[src/rtl/frac_clk_divider_if.sv]
// rtl/frac_clk_divider_if.sv - control/status bundle for the fractional clock divider
interface frac_clk_divider_if #(
  parameter int NCH   = 2,
  parameter int ACC_W = 24
);
  logic                   locked;
  logic [NCH-1:0]         en;
  logic [NCH-1:0]         clr;
  logic [NCH-1:0]         inc_wr;
  logic [ACC_W-1:0]       inc_wdata;
  logic [NCH-1:0]         clk_out;
  logic [NCH-1:0]         tick;
  logic [NCH*ACC_W-1:0]   inc_rdata;

  modport master (
    output locked, en, clr, inc_wr, inc_wdata,
    input  clk_out, tick, inc_rdata
  );

  modport slave (
    input  locked, en, clr, inc_wr, inc_wdata,
    output clk_out, tick, inc_rdata
  );
endinterface

[src/rtl/frac_clk_divider.sv]
// rtl/frac_clk_divider.sv - multi-channel phase-accumulator fractional clock divider
module frac_clk_divider #(
  parameter int NCH     = 2,
  parameter int ACC_W   = 24,
  parameter int INC_RST = 68719
) (
  input  logic               clk,
  input  logic               rst_n,
  frac_clk_divider_if.slave  bus
);
  localparam logic [ACC_W-1:0] INC_INIT = ACC_W'(INC_RST);

  for (genvar g = 0; g < NCH; g++) begin : g_ch
    logic [ACC_W-1:0] acc;
    logic [ACC_W-1:0] inc;
    logic             clk_r;
    logic             tick_r;
    logic [ACC_W:0]   sum;

    // Addition always uses the pre-write increment; a same-edge write lands next cycle.
    assign sum = {1'b0, acc} + {1'b0, inc};

    always_ff @(posedge clk or negedge rst_n) begin
      if (!rst_n) begin
        acc    <= '0;
        inc    <= INC_INIT;
        clk_r  <= 1'b0;
        tick_r <= 1'b0;
      end else begin
        if (bus.inc_wr[g]) begin
          inc <= bus.inc_wdata;
        end
        if (!bus.locked || bus.clr[g]) begin
          acc    <= '0;
          clk_r  <= 1'b0;
          tick_r <= 1'b0;
        end else if (bus.en[g]) begin
          acc    <= sum[ACC_W-1:0];
          tick_r <= sum[ACC_W];
          clk_r  <= clk_r ^ sum[ACC_W];
        end else begin
          tick_r <= 1'b0;
        end
      end
    end

    assign bus.clk_out[g]                  = clk_r;
    assign bus.tick[g]                     = tick_r;
    assign bus.inc_rdata[g*ACC_W +: ACC_W] = inc;
  end
endmodule

[src/flat_wrapper.sv]
// flat-port wrapper written by rule: the top's interface ports become plain ports
module frac_clk_divider_flat 
#(
  parameter int NCH     = 2,
  parameter int ACC_W   = 24,
  parameter int INC_RST = 68719
)
  (clk, rst_n, bus_locked, bus_en, bus_clr, bus_inc_wr, bus_inc_wdata, bus_clk_out, bus_tick, bus_inc_rdata);
  frac_clk_divider_if #(.NCH(NCH), .ACC_W(ACC_W)) bus_i ();
  input  logic clk;
  input  logic rst_n;
  input wire logic [$bits(bus_i.locked)-1:0] bus_locked;
  input wire logic [$bits(bus_i.en)-1:0] bus_en;
  input wire logic [$bits(bus_i.clr)-1:0] bus_clr;
  input wire logic [$bits(bus_i.inc_wr)-1:0] bus_inc_wr;
  input wire logic [$bits(bus_i.inc_wdata)-1:0] bus_inc_wdata;
  output wire logic [$bits(bus_i.clk_out)-1:0] bus_clk_out;
  output wire logic [$bits(bus_i.tick)-1:0] bus_tick;
  output wire logic [$bits(bus_i.inc_rdata)-1:0] bus_inc_rdata;
  assign bus_i.locked = bus_locked;
  assign bus_i.en = bus_en;
  assign bus_i.clr = bus_clr;
  assign bus_i.inc_wr = bus_inc_wr;
  assign bus_i.inc_wdata = bus_inc_wdata;
  assign bus_clk_out = bus_i.clk_out;
  assign bus_tick = bus_i.tick;
  assign bus_inc_rdata = bus_i.inc_rdata;
  frac_clk_divider #(.NCH(NCH), .ACC_W(ACC_W), .INC_RST(INC_RST)) u_core (.clk(clk), .rst_n(rst_n), .bus(bus_i));
endmodule
[config.mk]
export PLATFORM = sky130hd
export DESIGN_NAME = frac_clk_divider_flat
export DESIGN_NICKNAME = d
export VERILOG_FILES = /design/src/rtl/frac_clk_divider_if.sv /design/src/rtl/frac_clk_divider.sv /design/src/flat_wrapper.sv
export SDC_FILE = /design/constraint.sdc
export NUM_CORES = 1
export LEC_CHECK = 0
export CAP_MARGIN = 5
export CORE_MARGIN = 2
export CORE_UTILIZATION = 35
export DETAILED_ROUTE_END_ITERATION = 6
export DONT_BUFFER_PORTS = 1
export SLEW_MARGIN = 20
export SYNTH_ARGS = -nofsm -noshare
export SYNTH_HDL_FRONTEND = slang
export SYNTH_SLANG_ARGS = --single-unit
[constraint.sdc]
create_clock -name clk -period 7 [get_ports clk]
set_input_delay 0 -clock clk [delete_from_list [all_inputs] [get_ports clk]]
set_output_delay 0 -clock clk [all_outputs]
set_load 0.05 [all_outputs]
# Word-level counts from Yosys, hierarchy flattened
# Index checks and enable logic that the tools add are counted.
[op_classes]
n_eq_ne = 0
muxes = 12
div = 0
n_lt_le_gt_ge = 0
add_sub_neg = 2
shift = 0
reduce_logical = 5
n_mul = 0
n_bitwise = 2
[ops]
columns = ["op", "n"]
rows = [
  ["24-bit 2-to-1 mux", 4],
  ["24-bit by 24-bit adder with 25-bit output", 2],
  ["1-bit 2-to-1 mux", 8],
  ["2-bit nonzero test", 2],
  ["1-bit logical OR", 2],
  ["1-bit bitwise XOR", 2],
  ["1-bit zero test", 1],
]
[word_totals]
in_bits = 33
mem_bits_rw = 0
mem_bits_ro = 0
memories = 0
latchBits = 0
ff_bits = 100

# Logic depth before layout (Yosys ltp)
# Gate-level depths: netlist (run 1).
[depth]
depth_word = 4
ltp_mapped = 9
mapped_depth_nobuf = 9

# Worst setup path after synthesis (run 1)
# No wires, ideal clock.
[synth_path]
path_type = "reg2reg"
startpoint = "reg u_core.g_ch[1].inc[0]"
endpoint = "reg u_core.g_ch[1].acc[18]"
arrival_ns = 2.647
setup_time_ns = 0.122
path_stages_with_launch = 10
period_less_slack_ns = 2.769
path_buffers = 0
required_ns = 6.878
slack_ns = 4.231
cell_sequence = "dfstp_2 -> ha_1 -> fa_1 -> a21o_1 -> a221o_1 -> a211oi_4 -> o221a_2 -> nor2_1 -> o311a_1 -> a32o_1"
[synth_between]
elab_chain_len = 3
[synth_lines]
columns = ["item", "line", "text"]
rows = [
  ["start: declaration", "frac_clk_divider.sv:15", "logic [ACC_W-1:0] inc;"],
  ["start signal: assignment", "frac_clk_divider.sv:31", "inc <= bus.inc_wdata;"],
  ["24-bit by 24-bit adder with 25-bit output", "frac_clk_divider.sv:21", "assign sum = {1'b0, acc} + {1'b0, inc};"],
  ["24-bit 2-to-1 mux", "frac_clk_divider.sv:37", "end else if (bus.en[g]) begin"],
  ["24-bit 2-to-1 mux", "frac_clk_divider.sv:33", "if (!bus.locked || bus.clr[g]) begin"],
  ["end signal: assignment", "frac_clk_divider.sv:38", "acc <= sum[ACC_W-1:0];"],
  ["end: declaration", "frac_clk_divider.sv:14", "logic [ACC_W-1:0] acc;"],
]
# Every way passes these cells. The select of a mux whose other input is x is not followed.
# A chain may end at the register's enable or synchronous reset.

# Worst setup path after layout (run 1)
[layout_path]
startpoint = "reg u_core.g_ch[1].inc[0]"
endpoint = "reg u_core.g_ch[1].acc[20]"
# Same word-level chain as after synthesis.

==> results of run 1 <==
[cell type report]
| class | instances | area [um^2] | share of cell area, % |
|---|---|---|---|
| clock buffer | 12 | 246.5 | 3.351 |
| clock inverter | 4 | 51.30 | 0.6975 |
| inverter | 16 | 60.06 | 0.8166 |
| multi-input combinational | 515 | 3712 | 50.48 |
| sequential | 100 | 2525 | 34.33 |
| tap | 229 | 286.5 | 3.896 |
| timing repair buffer | 42 | 473.0 | 6.431 |
[worst max-delay path: stages, from the launching register on]
cell,delay [ns]
dfstp_2,0.47
ha_1,0.27
fa_1,0.42
a21o_1,0.19
a221o_1,0.38
a211oi_4,0.32
o221a_2,0.29
a21oi_2,0.08
xnor2_1,0.17
a21oi_1,0.09
dlygate4sd3_1,0.55
[registers in the layout (all words and copies together), names as in the netlist]
name	count
u_core.g_ch.tick_r	2
u_core.g_ch.clk_r	2
u_core.g_ch.acc	48
u_core.g_ch.inc	48
[cell families after synthesis]
kind of cell,count (synthesis),share of synthesized area [%]
buffers and inverters,49,3.091
xor gates and xnor gates,27,3.674
AOI/OAI and AO/OA,175,18.00
adders and majority gates,50,9.953
and+or+nand+nor,194,14.39
DFF,100,39.23
muxes,69,11.66
[how the worst max path moves through the flow]
stage                                 startpoint                            endpoint  slack, ns
2_1_floorplan  u_core.g_ch[1].inc[0]$_DFFE_PN1P_  u_core.g_ch[1].acc[18]$_DFFE_PN0P_       4.23
3_3_place_gp   u_core.g_ch[0].inc[0]$_DFFE_PN1P_  u_core.g_ch[0].acc[22]$_DFFE_PN0P_       4.02
3_5_place_dp   u_core.g_ch[0].inc[0]$_DFFE_PN1P_  u_core.g_ch[0].acc[22]$_DFFE_PN0P_       3.97
4_1_cts        u_core.g_ch[1].inc[0]$_DFFE_PN1P_  u_core.g_ch[1].acc[20]$_DFFE_PN0P_       3.68
5_1_grt        u_core.g_ch[1].inc[0]$_DFFE_PN1P_  u_core.g_ch[1].acc[20]$_DFFE_PN0P_       3.53
6_report       u_core.g_ch[1].inc[0]$_DFFE_PN1P_  u_core.g_ch[1].acc[20]$_DFFE_PN0P_       3.65
[routing by layer]
metal  vias up  global-route usage [%]
met5         -                       0
met4         0                   5.789
met3        20                   3.716
met2       112                   30.01
met1      2558                   22.39
li1       2482                       -
[stage by stage]
step / total power, W / setup slack (ns) / utilization [%]
after floorplan: 0.001040 / 4.231 / -
after global placement: 0.001096 / 4.023 / 36.61
after detailed placement: 0.001104 / 3.973 / 36.61
after CTS: 0.001677 / 3.677 / 40.80
after global routing: 0.001749 / 3.527 / 40.80
final: 0.001665 / 3.650 / 40.80
[cells in the final DEF, fill, tap and decap left out, drive strengths merged, types with 18 or more instances in the layout]
| cell | synthesis | routed |
|---|---|---|
| mux2i | 21 | 21 |
| a21oi | 51 | 51 |
| xnor2 | 20 | 20 |
| dlygate4sd3 | 0 | 35 |
| nand2 | 42 | 42 |
| nor2 | 63 | 63 |
| mux2 | 48 | 48 |
| o21ai | 34 | 34 |
| ha | 48 | 48 |
| dfrtp | 82 | 82 |
| dfstp | 18 | 18 |
| nand3 | 22 | 22 |
| a21o | 24 | 24 |
[power by group]
part           switching, W  internal [W]
Clock              0.000230      0.000288
Combinational      0.000206      0.000163
Sequential         0.000149      0.000629
Total              0.000585       0.00108
[what timing repair did]
action / in CTS / in global routing
gates resized for setup: 0 / 0
setup buffers: 0 / 0
endpoints found under the hold margin: 196 / 0
hold buffers: 40 / 0
==> impl_metrics.env, run 1 <==
export IMPL_slew_headroom_pct=31.90
export IMPL_final_nets=767
export IMPL_synth_cell_types=56
export IMPL_avgSynthCellArea_um2=9.693
export IMPL_setup_violations=0
export IMPL_cts_sinks=100
export IMPL_antenna_cells=0
export IMPL_syn_num_nets=747
export IMPL_power_per_cell_area_nw_per_um2=226.4
export IMPL_ys_warn_count=0
export IMPL_die_y_um=139.6
export IMPL_row_count=49
export IMPL_yosysSeqAreaShare_pct=39.23
export IMPL_m1WireLength_um=7562
export IMPL_syn_to_final_growth_pct=14.27
export IMPL_ctsHtreeMaxLevel=3
export IMPL_maxCapViolCount=0
export IMPL_wl_um=17130
export IMPL_wl_met3_um=876
export IMPL_yosysMostFrequentCell="dfrtp_1"
export IMPL_clock_fmax_ghz=0.2985
export IMPL_min_from="bus_inc_wr[1]"
export IMPL_tightest_slew_ns=1.021
export IMPL_slew_viol_final=0
export IMPL_ir_drop_mv=0.1295
export IMPL_clk_path_buf_depth=2
export IMPL_start_util_pct=35.71
export IMPL_post_drt_wl_per_cell_um=18.66
export IMPL_rsz0062_at_grt="false"
export IMPL_num_vias=5172
export IMPL_grt_pass1_wl_um=27530
export IMPL_cp_start_kind="flop"
export IMPL_fin_worst_skew_ns=0.01506
export IMPL_grt_max_degree=101
export IMPL_dieWidth_um=139.6
export IMPL_whs_path_depth=2
export IMPL_worstSkewPairLatency_ns=0.36
export IMPL_reg2reg_setup_slack_ns=3.65
export IMPL_cts_inserted_buffers=9
export IMPL_grt_pass1_vias=5108
export IMPL_leakage_nw=3.289
export IMPL_status="finished, violations left"
export IMPL_hold_slack_ns=0.006321
export IMPL_drt_pass1_iterations=7
export IMPL_drt_initial_drc_count=459
export IMPL_ctsRootBufferMaster="clkbuf_16"
export IMPL_timing_rr_start="u_core.g_ch[1].inc[0]$_DFFE_PN1P_"
export IMPL_design_portCount=85
export IMPL_finalCritPeriodShare_pct=47.85
export IMPL_synth_edff_count=0
export IMPL_place_area_um2=6599
export IMPL_place_inst=862
export IMPL_antenna_found_initial=0
export IMPL_ys_ff_latch=100
export IMPL_grt_remaining_overflow=0
export IMPL_final_area_um2=7355
export IMPL_violations="DRC"
export IMPL_fin_cells=918
export IMPL_cp_required_ns=7.25
export IMPL_drive_above_1_share_pct=13.93
export IMPL_finalWorstPathRequiredPeriod_ns=3.350
export IMPL_dp_hpwl_um=12120
export IMPL_whs_endpoint="u_core.g_ch[1].inc[14]$_DFFE_PN0P_"
export IMPL_synthTopCellsByCount="82 x dfrtp_1, 63 x nor2_1, 50 x a21oi_1"
export IMPL_die_area_um2=19490
export IMPL_viasPerCell=5.634
export IMPL_drcViolationCount=2
export IMPL_crit_type="reg2reg"
export IMPL_rr_worst_depth=10
export IMPL_hold_path_class="in2reg"
export IMPL_cp_arrival_ns=3.59
export IMPL_grt_use_total_pct=17.62
export IMPL_gp_congestion=0.9199
export IMPL_cts_tree="yes"
export IMPL_crit_path_max_fanout=4
export IMPL_path_clk_slew_ns=0.07
export IMPL_synth_top_cells_by_area="dfrtp_1 32%, ha_1 9.3%, mux2_2 8.4%"
export IMPL_crit_path_end_kind="flop"
export IMPL_yosysTopAreaCellShare_pct=31.88
export IMPL_finalHoldViolCount=0
export IMPL_synth_ff_type="dfrtp_1"
export IMPL_dr_max_layer_used="met4"
export IMPL_core_area_um2=18020
export IMPL_async_flop_share_pct=100.0
export IMPL_synth_area_um2=6436
export IMPL_synthCells=664
export IMPL_synth_top_cell_by_area="dfrtp_1"
export IMPL_setup_tns_ns=0
export IMPL_ant_nets=0
export IMPL_r2r_end="u_core.g_ch[1].acc[20]$_DFFE_PN0P_"
export IMPL_fillers=1733
export IMPL_port_buffers=0
export IMPL_wl_met2_um=8405
Power figures use the tool's default switching activity.
==> inputs of run 2 (changes only) <==
--- a/config.mk
+++ b/config.mk
@@ -5,6 +5,7 @@
 export SDC_FILE = /design/constraint.sdc
 export NUM_CORES = 1
 export LEC_CHECK = 0
+export ABC_AREA = 1
 export CAP_MARGIN = 5
 export CORE_MARGIN = 2
 export CORE_UTILIZATION = 35
==> constraint.sdc (replaced) <==
create_clock -name clk -period 3.2 [get_ports clk]
set_input_delay 0 -clock clk [delete_from_list [all_inputs] [get_ports clk]]
set_output_delay 0 -clock clk [all_outputs]
set_load 0.05 [all_outputs]
==> impl_metrics.env, run 2 <==
export IMPL_status="completed"
export IMPL_design_portCount=85
export IMPL_cts_tree="yes"
export IMPL_p_sw_share_pct=39.63
export IMPL_post_drt_wl_per_cell_um=15.76
export IMPL_worstSkewPairLatency_ns=0.37
export IMPL_dp_hpwl_um=15900
export IMPL_fillers=2107
export IMPL_slew_headroom_pct=54.51
export IMPL_start_util_pct=35.87
export IMPL_drive_above_1_share_pct=11.30
export IMPL_switchingPower_w=0.001495
export IMPL_yosysTopAreaCellShare_pct=28.18
export IMPL_p_clk_share_pct=31.6
export IMPL_maxCapViolCount=0
export IMPL_setup_tns_ns=0
export IMPL_avgSynthCellArea_um2=7.062
export IMPL_crit_type="reg2reg"
export IMPL_setup_violations=0
export IMPL_grt_remaining_overflow=0
export IMPL_core_area_um2=20300
export IMPL_synth_ff_type="dfrtp_1"
export IMPL_synthTopCellsByCount="400 x nand2_1, 160 x inv_1, 82 x dfrtp_1"
export IMPL_synth_top_cells_by_area="dfrtp_1 28%, nand2_1 21%, ha_1 8.2%"
export IMPL_synthCells=1031
export IMPL_grt_pass1_vias=6459
export IMPL_cp_start_kind="flop"
export IMPL_num_vias=6580
export IMPL_finalWorstPathRequiredPeriod_ns=2.666
export IMPL_synthMuxAreaShare_pct=7.424
export IMPL_syn_to_final_growth_pct=14.83
export IMPL_grt_use_total_pct=19.91
export IMPL_grt_pass1_wl_um=34000
export IMPL_seqPwrFrac_pct=45.1
export IMPL_die_area_um2=21970
export IMPL_pwr_share_comb_pct=23.3
export IMPL_syn_num_nets=1114
export IMPL_layout_commonest_cell="nand2_1"
export IMPL_p_int_w=0.002278
export IMPL_yosysMostFrequentCell="nand2_1"
export IMPL_antenna_cells=0
export IMPL_gp_congestion=0.9384
export IMPL_viasPerCell=4.874
export IMPL_place_inst=1287
export IMPL_synth_area_um2=7281
export IMPL_finalCritPeriodShare_pct=83.30
export IMPL_cts_sinks=100
export IMPL_synth_xor_area_share_pct=0.2406
export IMPL_largestRegisters="u_core.g_ch.acc (48), u_core.g_ch.inc (48)"
export IMPL_cp_required_ns=3.51
export IMPL_drt_initial_drc_count=395
export IMPL_leakage_nw=4.549
export IMPL_synth_top_cell_by_area="dfrtp_1"
export IMPL_synth_edff_count=0
export IMPL_fin_worst_skew_ns=0.01557
export IMPL_row_count=52
export IMPL_drcViolationCount=0
export IMPL_crit_path_max_fanout=5
export IMPL_port_buffers=0
export IMPL_ant_nets=0
export IMPL_final_nets=1158
export IMPL_fin_cells=1350
export IMPL_wl_um=21280
export IMPL_die_y_um=148.2
export IMPL_hold_path_class="in2reg"
export IMPL_synth_compound_area_share_pct=5.224
export IMPL_ir_drop_mv=0.2128
export IMPL_crit_path_end_kind="flop"
export IMPL_rsz0062_at_grt="false"
export IMPL_cts_inserted_buffers=9
export IMPL_cp_arrival_ns=2.98
export IMPL_ctsHtreeMaxLevel=3
export IMPL_async_flop_share_pct=100.0
export IMPL_power_per_cell_area_nw_per_um2=451.3
export IMPL_synth_cell_types=31
export IMPL_finalHoldViolCount=0
export IMPL_clock_fmax_ghz=0.3751
export IMPL_slew_viol_final=0
export IMPL_antenna_found_initial=0
export IMPL_ys_warn_count=0
export IMPL_drt_pass1_iterations=5
export IMPL_path_clk_slew_ns=0.09
export IMPL_ctsRootBufferMaster="clkbuf_16"
export IMPL_final_cell_mix="400 x nand2_1, 160 x inv_1, 82 x dfrtp_1"
export IMPL_grt_max_degree=101
export IMPL_yosysSeqAreaShare_pct=34.68
export IMPL_yosys_area_share_simple_pct=34.10
export IMPL_dieWidth_um=148.2
export IMPL_cts_setup_buffers=0
export IMPL_synth_adder_area_share_pct=8.799
export IMPL_ys_ff_latch=100
export IMPL_synth_top_family_by_area="simple AND/OR/NAND/NOR gates"
export IMPL_tightest_slew_ns=0.6808
export IMPL_clk_path_buf_depth=2
export IMPL_cts_resized=0
run 2: what timing repair did:
action                     CTS  global route
setup endpoints to repair    0             0
hold buffers                47             0
hold endpoints to repair   177             0
run 2: cell families after synthesis:
group / Yosys count
flip-flops: 100
XOR/XNOR: 2
multiplexers: 48
AND/OR/NAND/NOR: 584
buffers and inverters: 177
AO/OA/AOI/OAI: 70
adder cells (fa/ha/maj): 50
run 2: final timing paths:
path	from	to	depth (start not counted)	slack, ns
setup reg to reg	u_core.g_ch[0].inc[0]$_DFFE_PN1P_	u_core.g_ch[0].tick_r$_DFF_PN0_	11	0.53
max in group asynchronous	rst_n	u_core.g_ch[0].inc[16]$_DFFE_PN1P_	2	2.52
hold reg to reg	u_core.g_ch[1].acc[10]$_DFFE_PN0P_	u_core.g_ch[1].acc[10]$_DFFE_PN0P_	2	0.49
setup / recovery	u_core.g_ch[0].inc[0]$_DFFE_PN1P_	u_core.g_ch[0].tick_r$_DFF_PN0_	11	0.53
min in group asynchronous	rst_n	u_core.g_ch[1].acc[6]$_DFFE_PN0P_	2	0.25
hold / removal	bus_en[0]	u_core.g_ch[0].acc[6]$_DFFE_PN0P_	4	0.05
run 2: power by group through the flow:
stage	clock, W	combinational [W]	sequential [W]
2_1_floorplan	0	0.000619	0.00168
3_3_place_gp	0	0.000755	0.00173
3_5_place_dp	0	0.000763	0.00173
4_1_cts	0.00122	0.000876	0.00171
5_1_grt	0.00126	0.000997	0.00172
6_report	0.00119	0.000880	0.00170
run 2: cell type report:
| cell class | count | area [um^2] | area share [%] |
|---|---|---|---|
| sequential | 100 | 2525 | 30.20 |
| tap | 270 | 337.8 | 4.041 |
| clock buffer | 9 | 225.2 | 2.694 |
| multi-input combinational | 754 | 4066 | 48.64 |
| inverter | 161 | 604.3 | 7.228 |
| clock inverter | 7 | 93.84 | 1.122 |
| timing repair buffer | 49 | 508.0 | 6.076 |
run 2: through the flow:
stage	util (%)	worst slack [ns]	area [um^2]	total power, W	hold WS (ns)
final	41.19	0.5343	8361	0.003773	0.04634
after global routing	41.19	0.3686	8361	0.003976	0.05489
after CTS	41.21	0.5722	8366	0.003801	0.02933
after detailed placement	37.19	0.9959	7548	0.002495	-0.2914
after global placement	37.16	1.020	7543	0.002485	-0.2907
after floorplan	-	1.334	7281	0.002300	-0.2956
run 2: routing by layer:
| layer | global-route usage, % | part of all wire [%] | vias to the layer above |
|---|---|---|---|
| li1 | - | - | 3343 |
| met1 | 24.96 | 46 | 3102 |
| met2 | 35.05 | 49 | 107 |
| met3 | 3.681 | 3.5 | 28 |
| met4 | 5.714 | 2.0 | 0 |
| met5 | 0 | 0 | - |
run 2: critical path: stages (launching register included):
cell and delay (ns):
dfstp_2 0.72, ha_1 0.26, fa_1 0.29, nand2_1 0.10, nand2_1 0.12, nand3_1 0.10, nand2_2 0.14, nand2_1 0.08
nand3_2 0.09, nand2_1 0.05, nor2_1 0.09, dlygate4sd3_1 0.56
==> inputs of run 3 (changes only) <==
--- a/config.mk
+++ b/config.mk
@@ -5,7 +5,7 @@
 export SDC_FILE = /design/constraint.sdc
 export NUM_CORES = 1
 export LEC_CHECK = 0
-export ABC_AREA = 1
+export ABC_AREA = 0
 export CAP_MARGIN = 5
 export CORE_MARGIN = 2
 export CORE_UTILIZATION = 35
==> constraint.sdc (replaced) <==
create_clock -name clk -period 2.4 [get_ports clk]
set_input_delay 0 -clock clk [delete_from_list [all_inputs] [get_ports clk]]
set_output_delay 0 -clock clk [all_outputs]
set_load 0.05 [all_outputs]
==> impl_metrics.env, run 3 (synthesized netlist as in run 1, its figures left out) <==
export IMPL_wl_met3_um=979
export IMPL_min_from="bus_locked"
export IMPL_final_nets=870
export IMPL_drcViolationCount=0
export IMPL_port_buffers=0
export IMPL_ir_drop_mv=0.3511
export IMPL_power_per_cell_area_nw_per_um2=616.8
export IMPL_ctsRootBufferMaster="clkbuf_16"
export IMPL_viasPerCell=5.405
export IMPL_wl_met2_um=9475
export IMPL_slew_viol_final=0
export IMPL_cts_sinks=100
export IMPL_cts_inserted_buffers=9
export IMPL_wl_um=18970
export IMPL_gp_congestion=0.9082
export IMPL_antenna_cells=0
export IMPL_crit_path_end_kind="flop"
export IMPL_cp_start_kind="flop"
export IMPL_final_cell_mix="92 x buf_4, 81 x dfrtp_1, 61 x nor2_1"
export IMPL_row_count=49
export IMPL_status="finished, violations left"
export IMPL_finalWorstPathRequiredPeriod_ns=2.612
export IMPL_fin_util_pct=46.74
export IMPL_num_vias=5518
export IMPL_core_area_um2=18020
export IMPL_start_util_pct=35.71
export IMPL_largestRegisters="u_core.g_ch.acc (48), u_core.g_ch.inc (48)"
export IMPL_clk_path_buf_depth=2
export IMPL_grt_max_degree=101
export IMPL_rsz0062_at_grt="true"
export IMPL_drt_initial_drc_count=467
export IMPL_rr_worst_depth=9
export IMPL_drt_pass1_iterations=4
export IMPL_setup_violations=14
export IMPL_ant_nets=0
export IMPL_cp_arrival_ns=2.88
export IMPL_syn_to_final_growth_pct=30.91
export IMPL_reg2reg_setup_slack_ns=-0.21
export IMPL_path_clk_slew_ns=0.08
export IMPL_tightest_slew_ns=0.8712
export IMPL_dp_hpwl_um=13090
export IMPL_crit_path_max_fanout=3
export IMPL_slew_headroom_pct=41.73
export IMPL_dr_max_layer_used="met4"
export IMPL_violations="setup timing"
export IMPL_timing_rr_start="u_core.g_ch[1].acc[0]$_DFFE_PN0P_"
export IMPL_die_y_um=139.6
export IMPL_grt_pass1_vias=5661
export IMPL_post_drt_wl_per_cell_um=18.58
export IMPL_leakage_nw=3.800
export IMPL_power_total_w=0.005197
export IMPL_fin_ws_ns=-0.2125
export IMPL_grt_pass1_wl_um=30260
export IMPL_m1WireLength_um=8253
export IMPL_cp_required_ns=2.66
export IMPL_grt_remaining_overflow=0
export IMPL_clock_fmax_ghz=0.3828
export IMPL_hold_path_class="in2reg"
export IMPL_layout_commonest_cell="buf_4"
export IMPL_crit_type="reg2reg"
export IMPL_antenna_found_initial=0
export IMPL_fillers=1696
export IMPL_drive_above_1_share_pct=28.91
export IMPL_maxCapViolCount=0
export IMPL_r2r_end="u_core.g_ch[1].acc[18]$_DFFE_PN0P_"
export IMPL_fin_worst_skew_ns=0.007482
export IMPL_finalCritPeriodShare_pct=108.9
export IMPL_design_portCount=85
export IMPL_finalHoldViolCount=0
export IMPL_ctsHtreeMaxLevel=3
export IMPL_worstSkewPairLatency_ns=0.37
export IMPL_grt_use_total_pct=19.61
export IMPL_cts_tree="yes"
export IMPL_whs_path_depth=3
export IMPL_whs_endpoint="u_core.g_ch[0].acc[18]$_DFFE_PN0P_"
export IMPL_dieWidth_um=139.6
export IMPL_die_area_um2=19490
run 3: cell types whose count changed in the layout (fill, tap and decap cells not counted), sizes merged, moves of 18 or more:
cell / delta
buf: +94
mux2i: +21
inv: -142
nand2: -375
a21o: +24
nand3: -41
xnor2: +18
run 3: cell type report:
type,count,area (um^2),share of cell area [%]
multi-input combinational,515,3981,47.25
sequential,100,2526,29.98
timing repair buffer,145,1272,15.10
tap,229,286.5,3.401
clock buffer,9,225.2,2.673
clock inverter,7,73.82,0.8762
inverter,16,60.06,0.7128
run 3: what timing repair did:
action,4_1_cts,5_1_grt
hold buffers,50,0
buffers inserted,3,4
endpoints found under the setup margin,20,27
endpoints found under the hold margin,196,0
pin swaps,8,17
resized for setup,14,25
run 3: how the worst max path moves through the flow:
stage | from | to | slack (ns) | cells after the start
after floorplan | u_core.g_ch[1].inc[0]$_DFFE_PN1P_ | u_core.g_ch[1].acc[18]$_DFFE_PN0P_ | -0.32 | 9
after global placement | u_core.g_ch[1].acc[0]$_DFFE_PN0P_ | u_core.g_ch[1].acc[18]$_DFFE_PN0P_ | -0.25 | 9
after detailed placement | u_core.g_ch[1].acc[0]$_DFFE_PN0P_ | u_core.g_ch[1].acc[18]$_DFFE_PN0P_ | -0.28 | 9
after CTS | u_core.g_ch[1].acc[0]$_DFFE_PN0P_ | u_core.g_ch[1].acc[18]$_DFFE_PN0P_ | -0.21 | 9
after global routing | u_core.g_ch[1].acc[0]$_DFFE_PN0P_ | u_core.g_ch[1].clk_r$_DFFE_PN0P_ | -0.32 | 9
final | u_core.g_ch[1].acc[0]$_DFFE_PN0P_ | u_core.g_ch[1].acc[18]$_DFFE_PN0P_ | -0.21 | 9
run 3: power breakdown:
group	leakage [nW]	internal (W)	switching, W
Combinational	2.40	0.000711	0.00101
Clock	0.150	0.000747	0.000775
Sequential	1.25	0.00183	0.000118
run 3: stage by stage:
stage                     setup TNS, ns  instance area, um^2  std cells  hold slack [ns]  setup slack [ns]
final                            -1.163                 8426       1021          0.01180           -0.2125
after CTS                       -0.9659                 8278       1017         0.001507           -0.2081
after detailed placement         -2.180                 7337        948          -0.2887           -0.2781
after global placement           -1.482                 7337        948          -0.2885           -0.2516
after global routing             -3.123                 8426       1021          0.04085           -0.3188
after floorplan                  -1.147                 6529        664          -0.2956           -0.3185
run 3: worst max-delay path: stages, from the launching register on:
cell and delay, ns:
dfrtp_1 0.41, ha_4 0.18, fa_2 0.34, a21o_1 0.18, a221o_1 0.35, a211oi_4 0.27, o221a_4 0.24, nor2_1 0.05
o311a_1 0.28, a32o_1 0.21
run 3: metal layers:
metal / GRT usage [%] / up-vias
met5: 0 / -
met4: 5.105 / 0
met3: 4.508 / 16
met2: 33.23 / 91
met1: 25.36 / 2725
li1: - / 2686
